[src/rtl/ham_pkg.sv]
// Shared constants and elaboration-time helpers for the Hamming SECDED codec.
package ham_pkg;

    localparam logic [1:0] ERR_NONE = 2'b00;
    localparam logic [1:0] ERR_SEC  = 2'b01;
    localparam logic [1:0] ERR_DED  = 2'b10;

    localparam logic MODE_ENC = 1'b0;
    localparam logic MODE_DEC = 1'b1;

    // Smallest P with 2^P >= data_w + P + 1.
    function automatic int ham_p(input int data_w);
        int p;
        p = 0;
        for (int i = 1; i < 8; i++) begin
            if (p == 0 && (1 << i) >= data_w + i + 1) begin
                p = i;
            end
        end
        return p;
    endfunction

    function automatic logic ham_is_pow2(input int v);
        return (v > 0) && ((v & (v - 1)) == 0);
    endfunction

    // Hamming position of data bit idx: the idx-th non-power-of-two position >= 3.
    function automatic int ham_data_pos(input int idx);
        int cnt;
        int pos;
        cnt = 0;
        pos = 0;
        for (int p = 3; p < 128; p++) begin
            if (!ham_is_pow2(p) && pos == 0) begin
                if (cnt == idx) begin
                    pos = p;
                end
                cnt++;
            end
        end
        return pos;
    endfunction

endpackage

[src/rtl/ham_syndrome.sv]
// Combinational Hamming helper: check bits from raw data, syndrome and overall
// parity from a full codeword.
module ham_syndrome
    import ham_pkg::*;
#(
    parameter  int DATA_W = 4,
    localparam int P      = ham_p(DATA_W),
    localparam int CODE_W = DATA_W + P + 1
) (
    input  logic [DATA_W-1:0] data,
    input  logic [CODE_W-1:0] code,
    output logic [P-1:0]      check,
    output logic [P-1:0]      syn,
    output logic              par_q
);

    function automatic logic [DATA_W-1:0] check_mask(input int k);
        logic [DATA_W-1:0] m;
        m = '0;
        for (int i = 0; i < DATA_W; i++) begin
            if (((ham_data_pos(i) >> k) & 1) != 0) begin
                m[i] = 1'b1;
            end
        end
        return m;
    endfunction

    for (genvar k = 0; k < P; k++) begin : g_chk
        localparam logic [DATA_W-1:0] MASK = check_mask(k);
        assign check[k] = ^(data & MASK);
    end

    always_comb begin
        syn = '0;
        for (int i = 1; i < CODE_W; i++) begin
            if (code[i]) begin
                syn = syn ^ P'(i);
            end
        end
    end

    assign par_q = ^code;

endmodule

[src/rtl/ham_secded_pipe.sv]
// Two-stage pipelined Hamming SECDED encoder/decoder with per-word mode,
// valid/ready flow control and saturating error counters.
module ham_secded_pipe
    import ham_pkg::*;
#(
    parameter  int DATA_W = 4,
    localparam int P      = ham_p(DATA_W),
    localparam int CODE_W = DATA_W + P + 1
) (
    input  logic              clk,
    input  logic              rst,
    input  logic              in_valid,
    output logic              in_ready,
    input  logic              in_mode,
    input  logic [CODE_W-1:0] in_data,
    output logic              out_valid,
    input  logic              out_ready,
    output logic [CODE_W-1:0] out_data,
    output logic [1:0]        out_err,
    output logic [15:0]       sec_cnt,
    output logic [15:0]       ded_cnt,
    input  logic              cnt_clr
);

    localparam logic [P:0] CODE_W_EXT = (P + 1)'(CODE_W);

    logic [P-1:0]      chk;
    logic [P-1:0]      syn;
    logic              par_q;
    logic [CODE_W-1:1] enc_body;
    logic [CODE_W-1:0] enc_word;

    logic              s1_valid;
    logic              s1_mode;
    logic [CODE_W-1:0] s1_word;
    logic [P-1:0]      s1_syn;
    logic              s1_q;

    logic              s1_adv;
    logic              s2_adv;
    logic              in_fire;
    logic              out_fire;

    logic [CODE_W-1:0] fix_word;
    logic [1:0]        fix_err;
    logic [DATA_W-1:0] dec_data;
    logic [CODE_W-1:0] nxt_data;
    logic [1:0]        nxt_err;

    ham_syndrome #(.DATA_W(DATA_W)) u_syn (
        .data  (in_data[DATA_W-1:0]),
        .code  (in_data),
        .check (chk),
        .syn   (syn),
        .par_q (par_q)
    );

    // Scatter data into non-power-of-two positions and gather it back out.
    for (genvar i = 0; i < DATA_W; i++) begin : g_data
        localparam int POS = ham_data_pos(i);
        assign enc_body[POS] = in_data[i];
        assign dec_data[i]   = fix_word[POS];
    end

    for (genvar k = 0; k < P; k++) begin : g_chk
        assign enc_body[2**k] = chk[k];
    end

    assign enc_word = {enc_body, ^enc_body};

    assign s2_adv   = !out_valid || out_ready;
    assign s1_adv   = s2_adv || !s1_valid;
    assign in_ready = !rst && s1_adv;
    assign in_fire  = in_valid && in_ready;
    assign out_fire = out_valid && out_ready;

    always_ff @(posedge clk) begin
        if (rst) begin
            s1_valid <= 1'b0;
            s1_mode  <= MODE_ENC;
            s1_word  <= '0;
            s1_syn   <= '0;
            s1_q     <= 1'b0;
        end else if (s1_adv) begin
            s1_valid <= in_fire;
            if (in_fire) begin
                s1_mode <= in_mode;
                s1_word <= (in_mode == MODE_DEC) ? in_data : enc_word;
                s1_syn  <= syn;
                s1_q    <= par_q;
            end
        end
    end

    // Odd parity means one flip (S names it, S=0 means bit 0); even parity
    // with nonzero S, or S outside the codeword, is uncorrectable.
    always_comb begin
        fix_word = s1_word;
        fix_err  = ERR_NONE;
        if (s1_q) begin
            if ({1'b0, s1_syn} < CODE_W_EXT) begin
                fix_word = s1_word ^ (CODE_W'(1) << s1_syn);
                fix_err  = ERR_SEC;
            end else begin
                fix_err = ERR_DED;
            end
        end else if (s1_syn != '0) begin
            fix_err = ERR_DED;
        end
    end

    always_comb begin
        nxt_data = s1_word;
        nxt_err  = ERR_NONE;
        if (s1_mode == MODE_DEC) begin
            nxt_data = {{(CODE_W - DATA_W){1'b0}}, dec_data};
            nxt_err  = fix_err;
        end
    end

    always_ff @(posedge clk) begin
        if (rst) begin
            out_valid <= 1'b0;
            out_data  <= '0;
            out_err   <= ERR_NONE;
        end else if (s2_adv) begin
            out_valid <= s1_valid;
            if (s1_valid) begin
                out_data <= nxt_data;
                out_err  <= nxt_err;
            end
        end
    end

    always_ff @(posedge clk) begin
        if (rst || cnt_clr) begin
            sec_cnt <= '0;
            ded_cnt <= '0;
        end else if (out_fire) begin
            if (out_err == ERR_SEC && sec_cnt != 16'hFFFF) begin
                sec_cnt <= sec_cnt + 16'd1;
            end
            if (out_err == ERR_DED && ded_cnt != 16'hFFFF) begin
                ded_cnt <= ded_cnt + 16'd1;
            end
        end
    end

endmodule
[config.mk]
export PLATFORM = sky130hd
export DESIGN_NAME = ham_secded_pipe
export DESIGN_NICKNAME = d
export VERILOG_FILES = /design/src/rtl/ham_pkg.sv /design/src/rtl/ham_syndrome.sv /design/src/rtl/ham_secded_pipe.sv
export SDC_FILE = /design/constraint.sdc
export NUM_CORES = 1
export LEC_CHECK = 0
export ABC_AREA = 1
export BUFFER_PORTS_ARGS = -buffer_cell sky130_fd_sc_hd__buf_2
export CAP_MARGIN = 25
export CORE_MARGIN = 2
export CORE_UTILIZATION = 60
export DETAILED_ROUTE_END_ITERATION = 8
export PLACE_DENSITY = 0.85
export SYNTH_ARGS = -nofsm -noshare
export SYNTH_HDL_FRONTEND = slang
export SYNTH_SLANG_ARGS = --single-unit
[constraint.sdc]
create_clock -name clk -period 3.9 [get_ports clk]
set_input_delay 0.39 -clock clk [delete_from_list [all_inputs] [get_ports clk]]
set_output_delay 0.39 -clock clk [all_outputs]
set_load 0.02 [all_outputs]
-- Word level (Yosys, flattened, before mapping)
Cells that the tools add are included.
- bitwise logic cells: 7
- shift-type cells: 1
- multiplexer cells: 13
- reduce and logical (&&, ||, !) cells: 21
- $add $sub $neg: 2
- equal/unequal tests: 4
- operators with widths (kind ; count):
    16-bit by 1-bit adder with 16-bit output (second input constant) ; 2
    16-bit != test (second input constant) ; 2
    8-bit two-way mux ; 3
    3-bit two-way mux ; 4
    4-bit parity ; 3
    2-bit two-way mux ; 5
    2-bit AND reduction ; 4
    8-bit parity ; 1
    1-bit by 3-bit left shift with 8-bit output (first input constant) ; 1
    8-bit XOR ; 1
    7-bit parity ; 1
    2-bit inverter ; 3
    1-bit logical AND ; 5
    1-bit logical NOT ; 3
    1-bit logical OR ; 3
    3-bit inverter ; 1
    3-bit nonzero test ; 1
    2-bit by 1-bit == test with 1-bit output (second input constant) ; 1
    2-bit == test (second input constant) ; 1
    1-bit inverter (first input constant) ; 2
    1-bit two-way mux ; 1
- register bits: 57
- logic and storage cells: 58
- input bits: 14

-- Logic depth before layout (Yosys ltp)
Gate-level depths: netlist (run 1).
- word-level depth: 11
- gate-level depth with buffers: 11

-- Modules after synthesis
Synthesis (run 1) repeated with hierarchy kept, for this count alone.
- cells, all modules: 526
- area, all modules: 3432.0 µm²
- modules (own cells, without submodules) (module ; seq. area each (µm²) ; times used ; area each (µm²) ; cells an instance):
    ham_secded_pipe ; 1141.1 ; 1 ; 3133.0 ; 468
    ham_syndrome ; 0.0 ; 1 ; 299.0 ; 58

-- Worst setup path before layout (run 1)
No wires, ideal clock.
- path kind: reg2reg
- start: register ded_cnt[1]
- end: register ded_cnt[10]
- path slack: 2.274 ns
- arrival time: 1.491 ns
- path buffers: 1
- stages on the path, launching flop included: 10
- library setup time: 0.135 ns
- period minus slack after synthesis: 1.626 ns
- cells stage by stage: dfxtp_1 ha_1 nand2_1 nor2_4 nand4_2 buf_2 nand3_1 nand2_1 nand2_1 nor2_1
- longest elaborated chain between the ends: 3
- ends and longest elaborated chain (element ; RTL line ; text):
    from (decl) ; ham_secded_pipe.sv:21 ; output logic [15:0] ded_cnt,
    from (signal assigned) ; ham_secded_pipe.sv:144 ; ded_cnt <= ded_cnt + 16'd1;
    parallel branches: the longest is 3 deep, another holds 16-bit by 1-bit adder with 16-bit output ; n/a ;
Parallel ways; which one is timed is not known.
A chain may end at the register's enable or synchronous reset.

-- Worst setup path in the final report (run 1)
- start: register ded_cnt[0]
- end: register ded_cnt[15]
Same word-level chain as after synthesis.

==> impl_metrics.csv, run 1 <==
group,metric,value,unit
clock_tree,clkSlewWorstSetupHoldPaths,0.06,ns
synthesis,synthesis.instances,505,
drt,drtIter0Drc,346,
drt,first_pass_iters,6,
layout,n_antenna_cell,0,
global_routing,grt_max_degree,27,
layout,fin_cells,634,
timing,hold_viol_final,0,
timing,timing.hold.ws,0.340,ns
flow_run,max_cap_violations,0,
timing,maxSlewViolCount,0,
synthesis,ys_types,34,
worst_setup_path,rr_startpoint,"ded_cnt[0]",
clock_tree,cts.sinks,57,
worst_setup_path,crit_path_end_kind,"flop",
synthesis,synth_top_area_cell,"dfxtp_1",
timing,min_period_over_period,0.562,
clock_tree,hold_buffers,0,
worst_setup_path,cp_max_fo,14,
synthesis,synth_enable_flop_cells,0,
clock_tree,cts_buffer_depth,2,
global_routing,grt_pass1_wl,13900,microns
die,die_h,78.1,microns
drt,route.detailed.drc,0,
worst_setup_path,worstPathCellList,"ha_1, nand2_1, nor2_4, nand4_2, nand2_2, clkinv_1, nand2_1, a21oi_1",
global_routing,top_usage_layer,"met2",
global_routing,gr-usage-all-layers,0.283,
timing,finalSetupTns,0,ns
die,num_io_pins,58,
placed_design,io_buffer_count,57,
clock_tree,cts_made_buffers,9,
layout,num-nets-final,575,
layout,design_area,3810,sq um
placed_design,gp_congestion,0.893,
synthesis,synthFlopType,"dfxtp_1",
synthesis,synth_top_area_frac,0.346,
global_routing,gr-usage-met1,0.323,
synthesis,synth_area_leaders,"dfxtp_1 35%, nand2_1 17%, a21oi_1 6.7%",
worst_setup_path,cp_top_family,"simple AND/OR/NAND/NOR gates",
placed_design,place_area,3580,sq um
worst_setup_path,critPathMostFrequentCell,"nand2_1",
synthesis,ys_seq_elements,57,
pwr,peakVddDrop,0.000362,V
clock_tree,cts_tree,"done",
drt,antenna_left,0,
worst_setup_path,r2r_setup_slack,1.71,ns
die,floorplan.die.width,78.1,microns
die,coreArea,5200,sq um
timing,setup_viol,0,
worst_setup_path,arrival,2.37,ns
synthesis,synth.avg_cell_area,6.53,sq um
global_routing,antenna_found_initial,0,
timing,maxClockFrequency,456,MHz
synthesis,yosysMostFrequentCell,"nand2_1",
placed_design,dp.cells,618,
die,die-area,6100,sq um
drt,wl_per_cell,12.9,microns
worst_hold_path,hp-class,"in -> reg",
synthesis,ys_seq_area_frac,0.346,
placed_design,hpwl,5910,microns
clock_tree,cts.htree.levels,3,
synthesis,ys_warn_count,0,
drt,wl,8200,microns
timing,period_minus_slack,2.19,ns
layout,drive_gt1_frac,0.174,
worst_setup_path,r2r-end,"ded_cnt[15]",
worst_hold_path,hold_start,"in_data[2]",
global_routing,grt_pass1_vias,3131,
die,row_count,26,
pwr,power_density,351,nW/um^2
global_routing,grtUsageMet3,0.0667,
worst_hold_path,min_path_cells,3,
worst_setup_path,r2r_cells,8,
worst_setup_path,critPathSlowestCell,"dfxtp_1",
synthesis,synthesis.area,3300,sq um
timing,max_slew_margin,0.415,
status,outcome,"finished, final reports clean",
worst_setup_path,worst-path-buf-inv,1,
die,start_util,0.633,
synthesis,syn-num-nets,521,
worst_hold_path,hold_end,"s1_word[2]",
clock_tree,cts_resized,0,
clock_tree,postCtsSetupBuffers,0,
timing,rsz0062_at_grt,"no",
worst_setup_path,required,4.08,ns
clock_tree,cts_root_buf,"clkbuf_8",
drt,vias,3475,
pwr,leakagePower,1.59,nW
layout,syn_to_final_growth,15.4,%
timing,fin_skew,0.0102,ns
drt,drt-vias-per-instance,5.48,
clock_tree,clock_latency,0.33,ns
worst_setup_path,worst-setup-path-type,"reg -> reg",
worst_setup_path,max_stage_delay,0.40,ns
global_routing,grt_overflow_total,0,
timing,worst_pin_slew,0.871,ns
global_routing,grt_use_met2,0.509,
synthesis,synth_common_cells,"153 x nand2_1, 57 x dfxtp_1, 57 x nor2_1, 50 x inv_1, 44 x a21oi_1",
synthesis,synthArstFlopShare,0,
worst_setup_path,cp-start-kind,"flop",
worst reg2reg max path, cell delays in order, from the launching register on:
cell and delay, ns:
dfxtp_1 0.40, ha_1 0.20, nand2_1 0.12, nor2_4 0.19, nand4_2 0.30, nand2_2 0.35
clkinv_1 0.28, nand2_1 0.13, a21oi_1 0.07
flip-flops by register name (all words and copies together) (netlist names):
name,count
ded_cnt,16
out_data,8
out_err,2
out_valid,1
s1_mode,1
s1_q,1
s1_syn,3
s1_valid,1
s1_word,8
sec_cnt,16
cell usage in the layout, fill, tap and decap left out, types with 4 or more instances in the layout:
cell	n
a21oi_1	44
a21oi_2	9
buf_2	57
clkbuf_8	11
dfxtp_1	57
inv_1	50
nand2_1	153
nand3_1	36
nand3b_1	4
nand4_1	11
nor2_1	57
nor2_4	4
o21ai_0	23
xnor2_1	6
xor2_1	8
layout make-up:
type / count / area, sq um
well taps: 70 / 87.6
clock inverters: 2 / 60.1
multi-input cells: 378 / 1860
flip-flops and latches: 57 / 1140
clock buffers: 14 / 163
fillers: 455 / 1400
repair buffers: 57 / 285
inverters: 56 / 210
power breakdown:
| part | switching (mW) | total, mW | internal (mW) |
|---|---|---|---|
| logic | 0.0664 | 0.0997 | 0.0333 |
| registers | 0.0138 | 0.611 | 0.597 |
| clock network | 0.230 | 0.626 | 0.396 |
| total | 0.310 | 1.34 | 1.03 |
metal layers:
metal  part of all wire  vias up
met1               0.41     1589
met2               0.51      122
met5                  0        -
li1                   -     1741
met4              0.022        0
met3              0.056       23
worst max-delay path by stage:
stage / startpoint / endpoint / cells after the start
2_1_floorplan: ded_cnt[1] / ded_cnt[10] / 9
3_3_place_gp: rst / s1_word[7] / 8
3_5_place_dp: ded_cnt[0] / ded_cnt[0] / 8
4_1_cts: ded_cnt[0] / ded_cnt[15] / 8
5_1_grt: ded_cnt[1] / ded_cnt[11] / 8
6_report: ded_cnt[0] / ded_cnt[15] / 8
stage by stage:
| step | util | worst slack, ns | total power [mW] |
|---|---|---|---|
| 2_1_floorplan | - | 2.27 | 0.691 |
| 3_3_place_gp | 0.688 | 1.81 | 0.719 |
| 3_5_place_dp | 0.688 | 1.76 | 0.723 |
| 4_1_cts | 0.731 | 1.76 | 1.34 |
| 5_1_grt | 0.731 | 1.50 | 1.39 |
| 6_report | 0.731 | 1.71 | 1.34 |
logic make-up after synthesis:
| logic type | count (synthesis) | share of synthesized area |
|---|---|---|
| and+or+nand+nor | 280 | 0.380 |
| AOI/OAI and AO/OA | 82 | 0.140 |
| buffers and inverters | 70 | 0.0899 |
| DFF | 57 | 0.346 |
| xor gates and xnor gates | 14 | 0.0372 |
| adders and majority gates | 2 | 0.00759 |
No activity file was read; power rests on OpenSTA's default activity.
==> run 2, diff against run 1 <==
ABC_AREA = 0   (was 1)
CORE_UTILIZATION = 50   (was 60)
PLACE_DENSITY = 0.76   (was 0.85)
clock period = 1.8 ns   (was 3.9 ns; I/O delays follow)
==> run 2 against run 1 <==
  * Final area is 1.5% lower
  * Synthesized cell count shrank 31%
  * Critical endpoint is now ded_cnt[13]
  * First-iteration DRC count shrank 49%
  * Hold slack worse by 0.28 ns
==> impl_metrics.csv, run 2 <==
group,metric,value,unit
status,outcome,"finished, final reports clean",
timing,worst_pin_slew,0.511,ns
worst_setup_path,cp_max_fo,7,
global_routing,grt_max_degree,25,
layout,reg_top3,"ded_cnt x16, sec_cnt x16",
synthesis,synth_area_leaders,"dfxtp_1 38%, a21oi_1 5.7%, nand2_1 4.7%",
synthesis,ys_warn_count,0,
synthesis,synthesis.area,2980,sq um
timing,max_slew_margin,0.659,
timing,period_minus_slack,1.69,ns
synthesis,synth_enable_flop_cells,0,
drt,wl,7350,microns
worst_hold_path,hold_start,"rst",
die,die-area,6590,sq um
placed_design,preCtsSetupSlack,0.107,ns
synthesis,synth_top_area_frac,0.383,
timing,hold_viol_final,0,
timing,setup_viol,0,
timing,setup_ws,0.112,ns
pwr,power_density,832,nW/um^2
drt,antenna_left,0,
drt,drt-vias-per-instance,5.87,
worst_hold_path,hp-class,"in -> reg",
worst_setup_path,crit_path_end_kind,"flop",
layout,drive_gt1_frac,0.260,
global_routing,antenna_found_initial,0,
drt,highest_layer,"met4",
drt,wl_met2,3410,microns
timing,maxSlewViolCount,0,
drt,first_pass_iters,4,
synthesis,synthFlopType,"dfxtp_1",
die,die_h,81.2,microns
layout,design_area,3750,sq um
layout,fin_cells,502,
clock_tree,cts.sinks,57,
global_routing,grt_pass1_vias,2598,
worst_setup_path,cp-start-kind,"flop",
drt,route.detailed.drc,0,
drt,vias,2947,
synthesis,yosysMostFrequentCell,"dfxtp_1",
clock_tree,cts_buffer_depth,2,
placed_design,gp_congestion,0.798,
layout,n_antenna_cell,0,
placed_design,hpwl,5110,microns
global_routing,grt_overflow_total,0,
synthesis,synth_common_cells,"57 x dfxtp_1, 37 x nand2_1, 34 x a21oi_1, 20 x nand3_1, 17 x nor2_1",
synthesis,synthArstFlopShare,0,
clock_tree,clkSlewWorstSetupHoldPaths,0.07,ns
layout,syn_to_final_growth,25.9,%
flow_run,max_cap_violations,0,
die,start_util,0.509,
pwr,leakagePower,1.52,nW
timing,maxClockFrequency,593,MHz
pwr,peakVddDrop,0.000517,V
timing,finalSetupTns,0,ns
timing,fin_skew,0.00516,ns
worst_setup_path,rr_startpoint,"ded_cnt[2]",
clock_tree,cts_root_buf,"clkbuf_8",
timing,min_period_over_period,0.938,
pwr,power.total,3.12,mW
worst_setup_path,arrival,1.97,ns
die,row_count,28,
synthesis,synth.avg_cell_area,8.60,sq um
die,num_io_pins,58,
synthesis,synth_top_area_cell,"dfxtp_1",
clock_tree,cts.htree.levels,3,
synthesis,synthesis.instances,346,
clock_tree,cts_made_buffers,9,
placed_design,dp.cells,483,
layout,finish.utilization,0.641,
timing,timing.hold.ws,0.0568,ns
drt,wl_met1,3420,microns
worst_setup_path,crit_path_start,"ded_cnt[2]",
global_routing,grt_pass1_wl,11700,microns
synthesis,ys_seq_elements,57,
worst_setup_path,worst-setup-path-type,"reg -> reg",
clock_tree,cts_tree,"done",
die,floorplan.die.width,81.2,microns
worst_setup_path,required,2.08,ns
global_routing,gr-usage-all-layers,0.229,
placed_design,io_buffer_count,57,
layout,final_cell_mix,"57 x buf_2, 56 x dfxtp_1, 37 x nand2_1",
clock_tree,hold_buffers,0,
layout,num-nets-final,438,
synthesis,ys_seq_area_frac,0.383,
placed_design,place_area,3460,sq um
drt,wl_per_cell,14.6,microns
synthesis,ys_types,46,
drt,drtIter0Drc,175,
layout,final_common_cell,"buf_2",
clock_tree,clock_latency,0.34,ns
die,coreArea,5850,sq um
drt,wl_met3,385,microns
synthesis,syn-num-nets,362,
## run 2: changes by cell type after synthesis, moves of 13 or more
cell     delta
inv_1      -46
nand3_1    -16
nand2_1   -116
mux2i_1    +13
nor2_1     -40
or3_1      +13
## run 2: cells by family after synthesis
logic type	after synthesis	share of synthesized area
AND/OR/NAND/NOR	144	0.288
AO/OA/AOI/OAI	88	0.188
flip-flops	57	0.383
buffers and inverters	22	0.0294
XOR/XNOR	20	0.0588
multiplexers	13	0.0437
adder cells (fa/ha/maj)	2	0.00841
## run 2: worst paths after layout
kind	end	slack (ns)	cells after the start
worst max-delay path	ded_cnt[13]	0.11	4
worst min-delay path	s1_valid	0.06	2
worst min register to register	out_data[1]	0.46	2
worst max register to register	ded_cnt[13]	0.11	4
## run 2: cell type report
| type | instances | area (sq um) |
|---|---|---|
| Clock buffer | 12 | 155 |
| Clock inverter | 4 | 98.8 |
| Fill cell | 487 | 2100 |
| Inverter | 4 | 15.0 |
| Multi-Input combinational cell | 267 | 1760 |
| Sequential cell | 57 | 1140 |
| Tap cell | 75 | 93.8 |
| Timing Repair Buffer | 83 | 480 |
## run 2: where the power goes
part / switching (mW) / internal (mW)
clock: 0.533 / 0.998
sequential: 0.0440 / 1.30
combinational: 0.140 / 0.102
total: 0.717 / 2.40
## run 2: routing by layer
metal	vias to the layer above	GRT usage
met2	68	0.362
met3	11	0.0433
met5	-	0
met1	1409	0.298
li1	1459	-
met4	0	0.115
## run 2: timing repair
action,4_1_cts,5_1_grt
setup buffers,0,3
setup endpoints to repair,0,10
gates resized for setup,0,4
## run 2: worst max-delay path, stage by stage (launching register included)
cell and delay (ns):
dfxtp_1 0.48, and3_1 0.27, nand4_1 0.17, nor4_1 0.48
mux2i_1 0.23
